[config.mk]
export PLATFORM = sky130hd
export DESIGN_NAME = matmul_stream_ctrl
export DESIGN_NICKNAME = d
export VERILOG_FILES = /design/src/rtl/matmul_stream_ctrl.sv
export SDC_FILE = /design/constraint.sdc
export NUM_CORES = 1
export LEC_CHECK = 0
export ABC_AREA = 0
export CAP_MARGIN = 40
export CORE_ASPECT_RATIO = 0.5
export CORE_MARGIN = 3
export CORE_UTILIZATION = 45
export DETAILED_ROUTE_END_ITERATION = 8
export GPL_TIMING_DRIVEN = 0
export PLACE_DENSITY = 0.89
export REMOVE_ABC_BUFFERS = 1
export SYNTH_ARGS = -nofsm -noshare
export SYNTH_HDL_FRONTEND = slang
export SYNTH_SLANG_ARGS = --single-unit
[constraint.sdc]
create_clock -name clock -period 4.45 [get_ports clock]
set_clock_uncertainty 0.05 [all_clocks]
set_input_delay 0.6675 -clock clock [delete_from_list [all_inputs] [get_ports clock]]
set_output_delay 0.6675 -clock clock [all_outputs]
set_load 0.03 [all_outputs]
[src/rtl/matmul_stream_ctrl.sv]
// Stream front/back end for the matmul engine: loads A then B, kicks matmul, drains C.
// Optional MATMUL_STREAM_TLAST_EN adds in_last, out_last and err_framing.
module matmul_stream_ctrl #(
  parameter int DATA_WIDTH  = 32,
  parameter int ADDR_WIDTH  = 10,
  parameter int MATRIX_SIZE = 8
) (
  input  logic                  clock,
  input  logic                  reset,
  input  logic [DATA_WIDTH-1:0] in_data,
  input  logic                  in_valid,
  output logic                  in_ready,
`ifdef MATMUL_STREAM_TLAST_EN
  input  logic                  in_last,
  output logic                  out_last,
  output logic                  err_framing,
`endif
  output logic [DATA_WIDTH-1:0] a_din,
  output logic [ADDR_WIDTH-1:0] a_addr,
  output logic                  a_wr_en,
  output logic [DATA_WIDTH-1:0] b_din,
  output logic [ADDR_WIDTH-1:0] b_addr,
  output logic                  b_wr_en,
  output logic                  mm_start,
  input  logic                  mm_done,
  input  logic [DATA_WIDTH-1:0] c_dout,
  output logic [ADDR_WIDTH-1:0] c_addr,
  output logic [DATA_WIDTH-1:0] out_data,
  output logic                  out_valid,
  input  logic                  out_ready,
  output logic                  busy
);

  localparam int CW = ADDR_WIDTH + 1;
  localparam logic [CW-1:0] NN = CW'(MATRIX_SIZE * MATRIX_SIZE);
  localparam logic [CW-1:0] LAST = NN - 1'b1;

  typedef enum logic [2:0] {
    S_IDLE, S_LOAD_A, S_LOAD_B, S_START, S_WAIT, S_DRAIN
  } state_t;

  state_t state_q, state_d;
  logic [CW-1:0] cnt_q, cnt_d;
  logic [CW-1:0] rd_idx_q, rd_idx_d;
  logic [CW-1:0] out_cnt_q, out_cnt_d;
  logic [1:0] occ_q, occ_d;
  logic inflight_q, inflight_d;
  logic wp_q, wp_d, rp_q, rp_d;
  logic done_prev_q, done_prev_d;
  logic [DATA_WIDTH-1:0] fifo_q [2];
  logic [DATA_WIDTH-1:0] fifo_d [2];
  logic hs, load_last, pop, drain_last, rise, issue;
  logic [2:0] room;

  assign out_valid  = (occ_q != 2'd0);
  assign out_data   = fifo_q[rp_q];
  assign pop        = out_valid && out_ready;
  assign hs         = in_valid && in_ready;
  assign load_last  = hs && (cnt_q == LAST);
  assign drain_last = pop && (out_cnt_q == LAST);
  // A done level left high by the previous run is not an edge.
  assign rise       = mm_done && !done_prev_q;

  always_ff @(posedge clock or posedge reset) begin
    if (reset) state_q <= S_IDLE;
    else       state_q <= state_d;
  end

  always_comb begin
    state_d = state_q;
    unique case (state_q)
      S_IDLE:   if (in_valid)   state_d = S_LOAD_A;
      S_LOAD_A: if (load_last)  state_d = S_LOAD_B;
      S_LOAD_B: if (load_last)  state_d = S_START;
      S_START:                  state_d = S_WAIT;
      S_WAIT:   if (rise)       state_d = S_DRAIN;
      S_DRAIN:  if (drain_last) state_d = S_IDLE;
      default:                  state_d = S_IDLE;
    endcase
  end

  always_comb begin
    in_ready = (state_q == S_LOAD_A) || (state_q == S_LOAD_B);
    mm_start = (state_q == S_START);
    busy     = (state_q != S_IDLE);
    a_wr_en  = (state_q == S_LOAD_A) && in_valid;
    b_wr_en  = (state_q == S_LOAD_B) && in_valid;
    a_addr   = a_wr_en ? cnt_q[ADDR_WIDTH-1:0] : '0;
    a_din    = a_wr_en ? in_data : '0;
    b_addr   = b_wr_en ? cnt_q[ADDR_WIDTH-1:0] : '0;
    b_din    = b_wr_en ? in_data : '0;
    room     = 3'(occ_q) + 3'(inflight_q) - 3'(pop);
    issue    = (state_q == S_DRAIN) && (rd_idx_q < NN) && (room < 3'd2);
    c_addr   = issue ? rd_idx_q[ADDR_WIDTH-1:0] : '0;
  end

  always_comb begin
    cnt_d       = cnt_q;
    rd_idx_d    = rd_idx_q;
    out_cnt_d   = out_cnt_q;
    inflight_d  = issue;
    occ_d       = occ_q + 2'(inflight_q) - 2'(pop);
    wp_d        = wp_q ^ inflight_q;
    rp_d        = rp_q ^ pop;
    done_prev_d = mm_done;
    fifo_d      = fifo_q;
    if (inflight_q) fifo_d[wp_q] = c_dout;
    if (hs)    cnt_d     = load_last ? '0 : cnt_q + 1'b1;
    if (issue) rd_idx_d  = rd_idx_q + 1'b1;
    if (pop)   out_cnt_d = out_cnt_q + 1'b1;
    if (drain_last) begin
      rd_idx_d  = '0;
      out_cnt_d = '0;
    end
  end

  always_ff @(posedge clock or posedge reset) begin
    if (reset) begin
      cnt_q       <= '0;
      rd_idx_q    <= '0;
      out_cnt_q   <= '0;
      occ_q       <= '0;
      inflight_q  <= 1'b0;
      wp_q        <= 1'b0;
      rp_q        <= 1'b0;
      done_prev_q <= 1'b0;
      fifo_q[0]   <= '0;
      fifo_q[1]   <= '0;
    end else begin
      cnt_q       <= cnt_d;
      rd_idx_q    <= rd_idx_d;
      out_cnt_q   <= out_cnt_d;
      occ_q       <= occ_d;
      inflight_q  <= inflight_d;
      wp_q        <= wp_d;
      rp_q        <= rp_d;
      done_prev_q <= done_prev_d;
      fifo_q      <= fifo_d;
    end
  end

`ifdef MATMUL_STREAM_TLAST_EN
  logic err_q, err_d;

  assign out_last    = out_valid && (out_cnt_q == LAST);
  assign err_framing = err_q;

  always_comb begin
    err_d = err_q;
    if (hs && in_last && ((state_q == S_LOAD_A) || (cnt_q != LAST)))
      err_d = 1'b1;
  end

  always_ff @(posedge clock or posedge reset) begin
    if (reset) err_q <= 1'b0;
    else       err_q <= err_d;
  end
`endif

endmodule
**Yosys cells after proc, flatten, opt, wreduce, memory -nomap -nowiden**

Cells that the tools add are included.

- Memory bits (read-only): 0
- Memories: 0
- RAM bits: 0
- Word-level logic and storage cells: 79
- Output and inout port bits: 132
- Register bits: 106
- Input bits: 69
- Bits in latches: 0

- Divide/modulo/power cells: 0
- Shift operators: 0
- Magnitude comparators: 5
- Add/subtract/negate cells: 7
- Muxes and demuxes: 22
- Eq/ne operators: 12
- Reductions and logical operators: 18
- Bitwise operators: 4
- Multiply operators: 0

Operator list:

| kind | number |
|---|---|
| 2-to-1 mux 32 bit | 6 |
| bitwise mux 64 bit | 1 |
| 2-to-1 mux 11 bit | 5 |
| adder 11 x 1 -> 11 bit, second input constant | 3 |
| demux 32 bit (select 1 bit) | 1 |
| 2-to-1 mux 10 bit | 3 |
| == test 11 x 6 -> 1 bit, second input constant | 2 |
| one-hot mux 3 bit (6 select lines) | 1 |
| 2-to-1 mux 3 bit | 5 |
| < comparator 11 x 7 -> 1 bit, second input constant | 1 |
| logical AND 1 bit | 10 |
| != test 2 bit, second input constant | 5 |
| == test 3 x 2 -> 1 bit, second input constant | 2 |
| == test 3 bit, second input constant | 2 |
| nonzero test 2 bit | 3 |
| AND reduction 5 bit | 1 |
| >= comparator 2 bit, second input constant | 2 |
| inverter 1 -> 2 bit | 2 |
| adder 2 x 1 -> 3 bit | 1 |
| == test 3 x 1 -> 1 bit, second input constant | 1 |
| logical NOT 3 bit | 1 |
| < comparator 3 x 2 -> 1 bit, second input constant | 1 |
| nonzero test 3 bit | 1 |
| subtractor 3 x 1 -> 3 bit | 1 |
| other kinds (6) | 7 |

**Depth between registers and ports, before layout**

Gate-level depths: netlist of the first run.

- Depth after elaboration: 7
- Depth in mapped cells: 13
- Gate-level depth less buffers: 12

**Least setup slack after synthesis of the first run**

OpenSTA, ideal clock, no wires.

- Kind: input to output
- From: in out_ready
- To: out c_addr[0]
- Buffers on the path: 1
- Data required time: 3733 ps
- Arrival time: 2783 ps
- Slack: 949 ps
- Stages: 12
- Cells stage by stage: o21ai_2 > inv_1 > ha_1 > inv_1 > ha_1 > inv_1 > fa_1 > and4bb_1 > nand4_2 > inv_2 > buf_2 > and2_1

- Longest elaborated chain between the ends: 5

RTL lines:

| element | RTL line | text |
|---|---|---|
| from (decl) | 30 | `input logic out_ready,` |
| logical AND 1 bit | 57 | `assign pop = out_valid && out_ready;` |
| subtractor 3 x 1 -> 3 bit | 92 | `room = 3'(occ_q) + 3'(inflight_q) - 3'(pop);` |
| < comparator 3 x 2 -> 1 bit | 93 | `issue = (state_q == S_DRAIN) && (rd_idx_q < NN) && (room < 3'd2);` |
| logical AND 1 bit | 93 |  |
| named net inflight_d | 47 | `logic inflight_q, inflight_d;` |
| 2-to-1 mux 10 bit | 94 | `c_addr = issue ? rd_idx_q[ADDR_WIDTH-1:0] : '0;` |
| to (decl) | 27 | `output logic [ADDR_WIDTH-1:0] c_addr,` |

The timed path passes the listed nets, and every way through them passes these cells.

**Worst setup path after layout of the first run**

- From: in out_ready
- To: out c_addr[2]

- Longest elaborated chain between the ends: 5

RTL lines:

| element | RTL line |
|---|---|
| logical AND 1 bit | 57 |
| subtractor 3 x 1 -> 3 bit | 92 |
| < comparator 3 x 2 -> 1 bit | 93 |
| logical AND 1 bit | 93 |
| 2-to-1 mux 10 bit | 94 |

Every way passes these cells.

==> impl_results.md, run 1 <==
- Switching portion of total power: 0.368
- Net Sw Power: 1.70 mW
- Worst path bufs/invs: 6
- Power per cell area: 592 nW/um^2
- EDFF count, synth: 0
- Die X: 161 microns
- Status: finished clean
- Max_slew headroom: 0.410
- Area occupied by multi-input gates: 2570 sq um
- Total wire length: 13900 microns
- Total chip power: 4.61 mW
- Hold depth: 1
- Setup slack, reg-to-reg: 1210 ps
- Final RePlAce weighted congestion: 0.788
- Count of pins over their slew limit: 0
- Clock latency on the worst-skew pair: 340 ps
- MaxCap Viol Count: 0
- Non-Filler Instances: 821
- Hold endpoint: out_cnt_q[10]
- Gr ovfl total: 0
- Setup TNS: 0 ps
- Seq/Total Area, Yosys: 0.492
- Die H: 83.4 microns
- TritonCTS clock tree: built
- Synth unique cells: 46
- Min-delay src: out_cnt_q[10]
- Crit path from: out_ready
- GR Util met3: 0.0438
- # IOs: 201
- Longest Clk Path Bufs: 2
- Synth top area cells: dfrtp_1, mux2_2, and2_1
- Vias in the first global route: 4217
- Arr. time, crit path: 3540 ps
- Initial antenna violation count: 2
- PortBufs: 196
- Tcrit/Tclk final: 0.956
- Fillers: 854
- Via density: 5.00
- Reg clk slew, reported paths: 70 ps
- Leading area contributor after synthesis: dfrtp_1
- First-pass GRT wire length: 22200 microns
- Minimum clock period: 4250 ps
- Antenna Nets Post-Route: 0
- Critical R2R Launch: occ_q[1]
- Cell Area, Synth: 5400 sq um
- Synthesis-stage register bit count: 106
- Final-report hold violation count: 0
- Cell with the most instances after synthesis: dfrtp_1
- F_max: 235 MHz
- Cells along the critical path: clkdlybuf4s50_1 > o21ai_2 > inv_1 > ha_1 > inv_1 > ha_1 > inv_1 > fa_1 > and4bb_1 > nand4_2 > inv_4 > and2_1 > clkbuf_2
- Critical path class: in -> out
- CP peak stage delay: 510 ps
- Post-synthesis cell count: 472
- # DRC: 0
- Placement Cell Area: 7490 sq um
- Via count: 4108
- Post-Route Utilization: 0.687
- Core ar.: 11400 sq um
- Crit path max-delay cell type: fa_1
- Largest net degree at the start of global routing: 69
- DR WL/cell: 16.9 microns
- DRT Pass-1 Iters: 4
- CP Max Fanout: 11
- Reg power frac: 0.352
- Crit path top cell by count: inv_1
- Area growth, synth to finish: 44.6%
- Asr flop ratio synth: 1.00
- Logic pwr share: 0.462
- Worst Setup Start Kind: primary input
- Fin area: 7800 sq um
- Int Pwr: 2.92 mW
- Final setup fails: 0
- Syn Area/Cell: 11.4 sq um
- Dominant synthesized flop cell: dfrtp_1
- Placed Cells: 803
- Clk sinks: 106
- Hold Buf Count CTS: 0
- Final nets: 732
- GR Layer Usage met2: 0.390
- Starting Density: 0.475
- # rows: 27
- Met1 Resource Use GR: 0.236
- DRT iter0 DRCs: 260
- Top-area cell type share of the netlist area: 0.492
- Root buffer cell: clkbuf_16
- Critical Path Sink Type: output port
- Synth cell count leaders: dfrtp_1, and2_1, mux2_2
- Synth Warn #: 0
- WP data required: 3730 ps
- Capturing point of the worst reg2reg path: rd_idx_q[5]
- Register area: 2650 sq um
- Crit-path leading delay family: buffers and inverters
- Share of cells above drive strength 1: 0.197
- Worst reg-to-reg path cell count: 11
- Leak Pwr: 3.22 nW
- Clock buffer count from CTS: 9
- Clock Power Share: 0.186
- GR peak layer: met2
- Least-Margin Pin Slew: 885 ps
- HP Class: reg -> reg
- H-tree Lvls: 3
- Gr usage total: 0.208
- VDD IR max: 0.369 mV
- Hpwl dp: 10300 microns
- Full die area: 13400 sq um
- RSZ-0062 raised after global routing: no
==> per-layer routing <==
layer | wire length [microns] | vias up | part of all wire
met4 | 254 | 0 | 0.018
met5 | 0 | - | 0
met2 | 7540 | 98 | 0.54
met1 | 5440 | 2040 | 0.39
li1 | - | 1953 | -
met3 | 620 | 17 | 0.045
==> how the worst max path moves through the flow <==
stage | endpoint | slack, ps | cells past startpoint
2_1_floorplan | cnt_q[0] | 940 | 1
3_3_place_gp | rd_idx_q[4] | -500 | 2
3_5_place_dp | c_addr[3] | -260 | 13
4_1_cts | c_addr[3] | 20 | 13
5_1_grt | c_addr[5] | 40 | 13
6_report | c_addr[2] | 200 | 13
==> logic make-up after synthesis <==
family,synth area share
flops,0.492
other cells,0.000695
fa+ha+maj,0.0199
compound gates,0.0246
mux,0.200
simple gates,0.191
buf+inv,0.0359
xor+xnor,0.0355
==> sequential cells by signal (all words and copies together), names as in the netlist <==
| name | cells |
|---|---|
| inflight_q | 1 |
| state_q | 3 |
| fifo_q | 64 |
| rp_q | 1 |
| cnt_q | 11 |
| done_prev_q | 1 |
| occ_q | 2 |
| out_cnt_q | 11 |
| rd_idx_q | 11 |
| wp_q | 1 |
==> per-stage QoR <==
step	setup slack, ps	hold WS (ps)
floorplan	944	387
global route	36.4	459
CTS	16.0	439
detailed placement	-262	423
finish	196	432
global placement	-504	403
==> placed cells by master, fill, tap and decap left out, drive strengths merged, types with 3 or more instances in the layout <==
cell type | synthesis | layout
xnor2 | 19 | 19
dfrtp | 106 | 106
nor2 | 16 | 16
nand4b | 3 | 3
buf | 15 | 3
mux2 | 96 | 96
clkbuf | 15 | 17
and2 | 90 | 90
conb | 1 | 4
a21oi | 6 | 6
or2 | 3 | 3
nor3 | 7 | 7
nand3 | 15 | 15
clkdlybuf4s50 | 0 | 190
o21ai | 11 | 11
nor2b | 4 | 4
or3 | 6 | 6
ha | 7 | 7
inv | 13 | 14
nand2 | 15 | 15
and3 | 5 | 5
==> timing repair <==
item                                    CTS  global route
setup buffers                             0             0
endpoints found under the setup margin    6             6
gates resized for setup                  12             7
gates cloned                              0             0
==> area by class of cell <==
cell class / instances / area share
clock inverter: 5 / 0.0109
sequential: 106 / 0.340
multi-input combinational: 326 / 0.330
antenna: 2 / 0.000642
inverter: 13 / 0.00690
timing repair buffer: 199 / 0.255
clock buffer: 11 / 0.0311
tap: 159 / 0.0255
==> power by group through the flow <==
stage | registers, mW | logic (mW) | clock network, mW
finish | 1.62 | 2.13 | 0.859
global route | 1.68 | 2.26 | 0.916
global placement | 1.59 | 2.11 | 0
detailed placement | 1.64 | 2.15 | 0
floorplan | 1.54 | 1.44 | 0
CTS | 1.63 | 2.16 | 0.881
No activity file was read; power rests on OpenSTA's default activity.
==> inputs of run 2 (changes only) <==
Settings changed: CORE_UTILIZATION 45 to 46, CTS_BUF_LIST from default to sky130_fd_sc_hd__clkbuf_2, PLACE_DENSITY 0.89 to 0.91.
==> run 2 against run 1 <==
Clock power fell by 48%. Die area fell by 2.1%. Global-route usage fell by 0.22 points. Sequential power barely moved. Count of clock-buffer cells in the layout fell by 1. Design area fell by 1.7%. Non-clock buffer count rose by 3. Register-to-register slack improved by 300 ps. Utilization fell by 0.37 points. Maximum frequency rose by 1.8%. Largest cell class unchanged. Highest routed layer unchanged.
==> impl_results.md, run 2 (same netlist as run 1, synthesis figures left out) <==
- Gr ovfl total: 0
- Max_slew headroom: 0.435
- Total wire length: 13700 microns
- WP data required: 3730 ps
- Antenna Nets Post-Route: 0
- CP Max Fanout: 11
- Core ar.: 11200 sq um
- Commonest non-fill, non-tap cells in the layout: clkdlybuf4s50_1, dfrtp_1, and2_1
- TritonCTS clock tree: built
- Post-Route Utilization: 0.683
- Fin area: 7660 sq um
- Reg clk slew, reported paths: 290 ps
- Minimum clock period: 4180 ps
- Largest net degree at the start of global routing: 65
- MaxCap Viol Count: 0
- Tcrit/Tclk final: 0.939
- Vias in the first global route: 4198
- # DRC: 0
- Final setup fails: 0
- H-tree Lvls: 3
- Area growth, synth to finish: 42.1%
- Largest register FFs: 64
- Final RePlAce weighted congestion: 0.793
- HP Class: in -> async
- Root buffer cell: clkbuf_2
- VDD IR max: 0.379 mV
- Share of cells above drive strength 1: 0.204
- Die H: 82.6 microns
- First-pass GRT wire length: 21400 microns
- Full die area: 13100 sq um
- Critical path class: reg -> out
- Gr usage total: 0.206
- DRT iter0 DRCs: 219
- Critical Path Sink Type: output port
- Placement Cell Area: 7490 sq um
- Clock buffer count from CTS: 9
- Fillers: 830
- Longest Clk Path Bufs: 2
- Die X: 159 microns
- # IOs: 201
- Pre-CTS setup slack: -249 ps
- Power per cell area: 553 nW/um^2
- PortBufs: 196
- Largest register by flop count: fifo_q
- Least-Margin Pin Slew: 848 ps
- Worst Setup Start Kind: flop
- Clk sinks: 106
- Via density: 4.98
- Starting Density: 0.481
- Final-report hold violation count: 0
- Commonest non-fill, non-tap cell in the layout: clkdlybuf4s50_1
- Hpwl dp: 10500 microns
- Hold Buf Count CTS: 0
- DR WL/cell: 16.6 microns
- Arr. time, crit path: 3460 ps
- DRT Pass-1 Iters: 5
- F_max: 239 MHz
- Status: finished clean
- Clock latency on the worst-skew pair: 550 ps
- Count of pins over their slew limit: 0
- Via count: 4100
- Leak Pwr: 3.14 nW
- # rows: 27
- Setup slack after layout: 273 ps
- Initial antenna violation count: 2
- Hold_ws: 402 ps
- Final nets: 735
-- run 2: cell types whose count changed in the layout (fill, tap and decap cells not counted), sizes merged --
cell / delta
buf: +3
clkinvlp: +2
clkdlybuf4s15: +6
clkbuf: -7
bufinv: -1
-- run 2: critical path, stage by stage, from the launching register on --
cell and delay [ps]:
dfrtp_2 510, o21ai_4 210, inv_1 100, ha_1 280
inv_1 60, ha_1 130, inv_1 50, fa_1 500
and4bb_1 270, nand4_4 190, inv_4 160, and2_1 150
clkdlybuf4s15_2 300
-- run 2: layout make-up --
cell class                      count  area, sq um  share of cell area
Clock buffer                       10         50.0             0.00653
Timing Repair Buffer              202         2050               0.267
Inverter                           13         53.8             0.00702
Tap cell                          159          199              0.0260
Clock inverter                      6         66.3             0.00865
Antenna cell                        2         5.00            0.000653
Sequential cell                   106         2660               0.346
Multi-Input combinational cell    326         2590               0.337
-- run 2: per-layer routing --
| layer | up-vias | track usage | wire length, microns |
|---|---|---|---|
| met1 | 2020 | 0.227 | 5410 |
| met2 | 111 | 0.403 | 7490 |
| li1 | 1950 | - | - |
| met4 | 0 | 0.0725 | 235 |
| met3 | 19 | 0.0438 | 563 |
| met5 | - | 0 | 0 |
-- run 2: power by group --
part           switching, mW  internal, mW
sequential             0.284          1.33
combinational           1.07          1.10
clock                  0.314         0.132
total                   1.67          2.56
-- run 2: final timing paths --
path	from	end	slack [ps]	depth (start not counted)
min in group clock	cnt_q[10]	cnt_q[10]	450	1
worst max-delay path	occ_q[1]	c_addr[4]	270	12
worst min register to register	cnt_q[10]	cnt_q[10]	450	1
worst min-delay path	reset	fifo_q[34]	400	2
worst max register to register	occ_q[1]	rd_idx_q[3]	1510	11
max in group asynchronous	reset	rp_q	3220	3
-- run 2: through the flow --
| stage | TNS (ps) | std cells | power (mW) |
|---|---|---|---|
| global placement | -55100 | 800 | 3.69 |
| detailed placement | -1430 | 803 | 3.79 |
| finish | 0 | 824 | 4.24 |
| floorplan | 0 | 445 | 2.98 |
| global route | -7.96 | 824 | 4.51 |
| CTS | 0 | 819 | 4.24 |
-- run 2: repair_timing --
| item | CTS | global route |
|---|---|---|
| setup endpoints to repair | 6 | 6 |
| buffers inserted | 0 | 3 |
| resized for setup | 20 | 2 |
| pin swaps | 0 | 1 |
==> variant: new RTL, settings of run 2 <==
`DATA_WIDTH`: 32 -> 48.
--- a/src/rtl/matmul_stream_ctrl.sv
+++ b/src/rtl/matmul_stream_ctrl.sv
@@ -1,7 +1,7 @@
 // Stream front/back end for the matmul engine: loads A then B, kicks matmul, drains C.
 // Optional MATMUL_STREAM_TLAST_EN adds in_last, out_last and err_framing.
 module matmul_stream_ctrl #(
-  parameter int DATA_WIDTH  = 32,
+  parameter int DATA_WIDTH  = 48,
   parameter int ADDR_WIDTH  = 10,
   parameter int MATRIX_SIZE = 8
 ) (
Ports: changed (5 resized); port bits go from 201 to 281. No check against the original RTL was run, so the function may have changed too.
==> variant against run 2 <==
Combinational power up 46%; maximum frequency down 0.34%; cell area up 34%; die area up 27%; via count up 35%; area after synthesis up 29%; setup slack worse by 0.014 ns; total power up 42%; routed wire length up 53%; utilization up 2.0 points; sequential cell count up 32; critical path type unchanged.
==> variant: results (changes against run 2) <==
| Result | Reported | Change |
| --- | --- | --- |
| GR met2 Demand/Resource | 45.1% | +4.8 points |
| Vias in the first global route | 5659 | +35% |
| Maximum level of the CTS H-tree | 4 | +1 |
| Clock slew at reported path FFs | 0.19 ns | -0.10 ns |
| Post-placement cell count | 1040 | +30% |
| Synthesized instance count | 593 | +26% |
| Met3 wire len | 1.10 mm | +95% |
| Critical path data arrival time | 3.47 ns | about the same |
| Sequential-to-total area share from yosys stat | 49.6% | +0.41 points |
| Area after DPL | 10000 um2 | +34% |
| Capture instance of the worst register-to-register path | rd_idx_q[5] |  |
| Number of DRC markers in iteration 0 | 326 | +49% |
| Antenna violations before repair | 3 | +1 |
| Number of CTS-inserted buffers | 17 | +8 |
| GRT Util Overall | 24.2% | +3.7 points |
| Final-layout fill cell count | 1013 | +22% |
| Flop+latch power | 2.11 mW | +31% |
| Number of buffers inserted by port buffering | 276 | +41% |
| Clock latency at the later pin of the worst-skew pair | 0.68 ns | +0.13 ns |
| Share of final-layout standard cells stronger than drive strength 1 | 23.7% | +3.3 points |
| Final critical path time including I/O delays and setup | 4.19 ns | +0.0144 ns |
| Max-Slew Margin vs Limit | 52.5% | +9.0 points |
| Family of cells with the greatest summed delay on the critical path | adder cells |  |
| Number of cells on the worst reg-to-reg path | 12 | +1 |
| Beginning of the critical path | occ_q[0] |  |
| Worst slack at placement | -0.445 ns | -0.196 ns |
| Power per cell area | 585 nW/um2 | +5.8% |
| Highest fanout seen on the critical path | 10 | -1 |
| Library cells used by synthesis | 47 | +2.2% |
| Largest net degree at the start of global routing | 80 | +23% |
| Area of the multi-input gates | 3360 um2 | +30% |
| Amount of wire on met2 after detailed routing | 11.2 mm | +49% |
| Most area-consuming cells after synthesis | dfrtp_1 (50%), mux2_2 (23%), and2_1 (11%) |  |
| Share of total power consumed by net switching | 39.8% | +0.28 points |
| Met1 layer wirelength in the final routing | 8.22 mm | +52% |
| Flip-flop count of the largest register, all copies and words added | 96 | +50% |
| Worst IR Drop VDD | 354 uV | -6.8% |
| CP max stage cell | fa_1 |  |
| Hold Slack | 0.395 ns | -0.00703 ns |
| Routed wirelength normalized by instance count | 19.4 um | +17% |
| Final RePlAce weighted congestion | 0.885 | +12% |
| Setup slack on the worst flop-to-flop path | 1.59 ns | +0.08 ns |
| Final net count | 974 | +33% |
| Routed WL | 21.0 mm | +53% |
| Overall via count from detail_route | 5533 | +35% |
| Wire length of the first global-routing pass | 31.4 mm | +47% |
| Half-perimeter wire length of the detailed placement result | 16.2 mm | +55% |
| Hold WC Path Type | input port to flip-flop |  |
| Leading post-synthesis cells by instance count | mux2_2 (145), dfrtp_1 (138), and2_1 (119) |  |
| Status | finished clean |  |
| Clock network fraction of total power | 11.8% | +1.3 points |
| Met3 global-route usage | 5.24% | +0.86 points |
| First drt pass iteration count | 4 | -1 |
| Leak | 4.33 nW | +38% |
| Met1 track utilization from global routing | 28.4% | +5.7 points |
-- variant: final cells by class --
type / count / share of cell area, %
Clock buffer: 19 / 0.925
Antenna cell: 3 / 0.0730
Tap cell: 198 / 2.41
Sequential cell: 138 / 33.6
Clock inverter: 13 / 1.25
Inverter: 14 / 0.584
Multi-Input combinational cell: 408 / 32.7
Timing Repair Buffer: 286 / 28.5
-- variant: kinds of logic after synthesis --
| group | Yosys count | synth area share, % |
|---|---|---|
| other | 1 | 0.0538 |
| XOR/XNOR | 19 | 2.50 |
| buffers and inverters | 51 | 3.05 |
| adder cells (fa/ha/maj) | 8 | 1.54 |
| AND/OR/NAND/NOR | 206 | 17.6 |
| flip-flops | 138 | 49.6 |
| multiplexers | 145 | 23.4 |
| AO/OA/AOI/OAI | 25 | 2.23 |
-- variant: timing repair --
item	in CTS	in global routing
gates resized for setup	11	8
pin swaps	1	1
setup endpoints to repair	6	7
buffers inserted	1	2
gates cloned	0	1
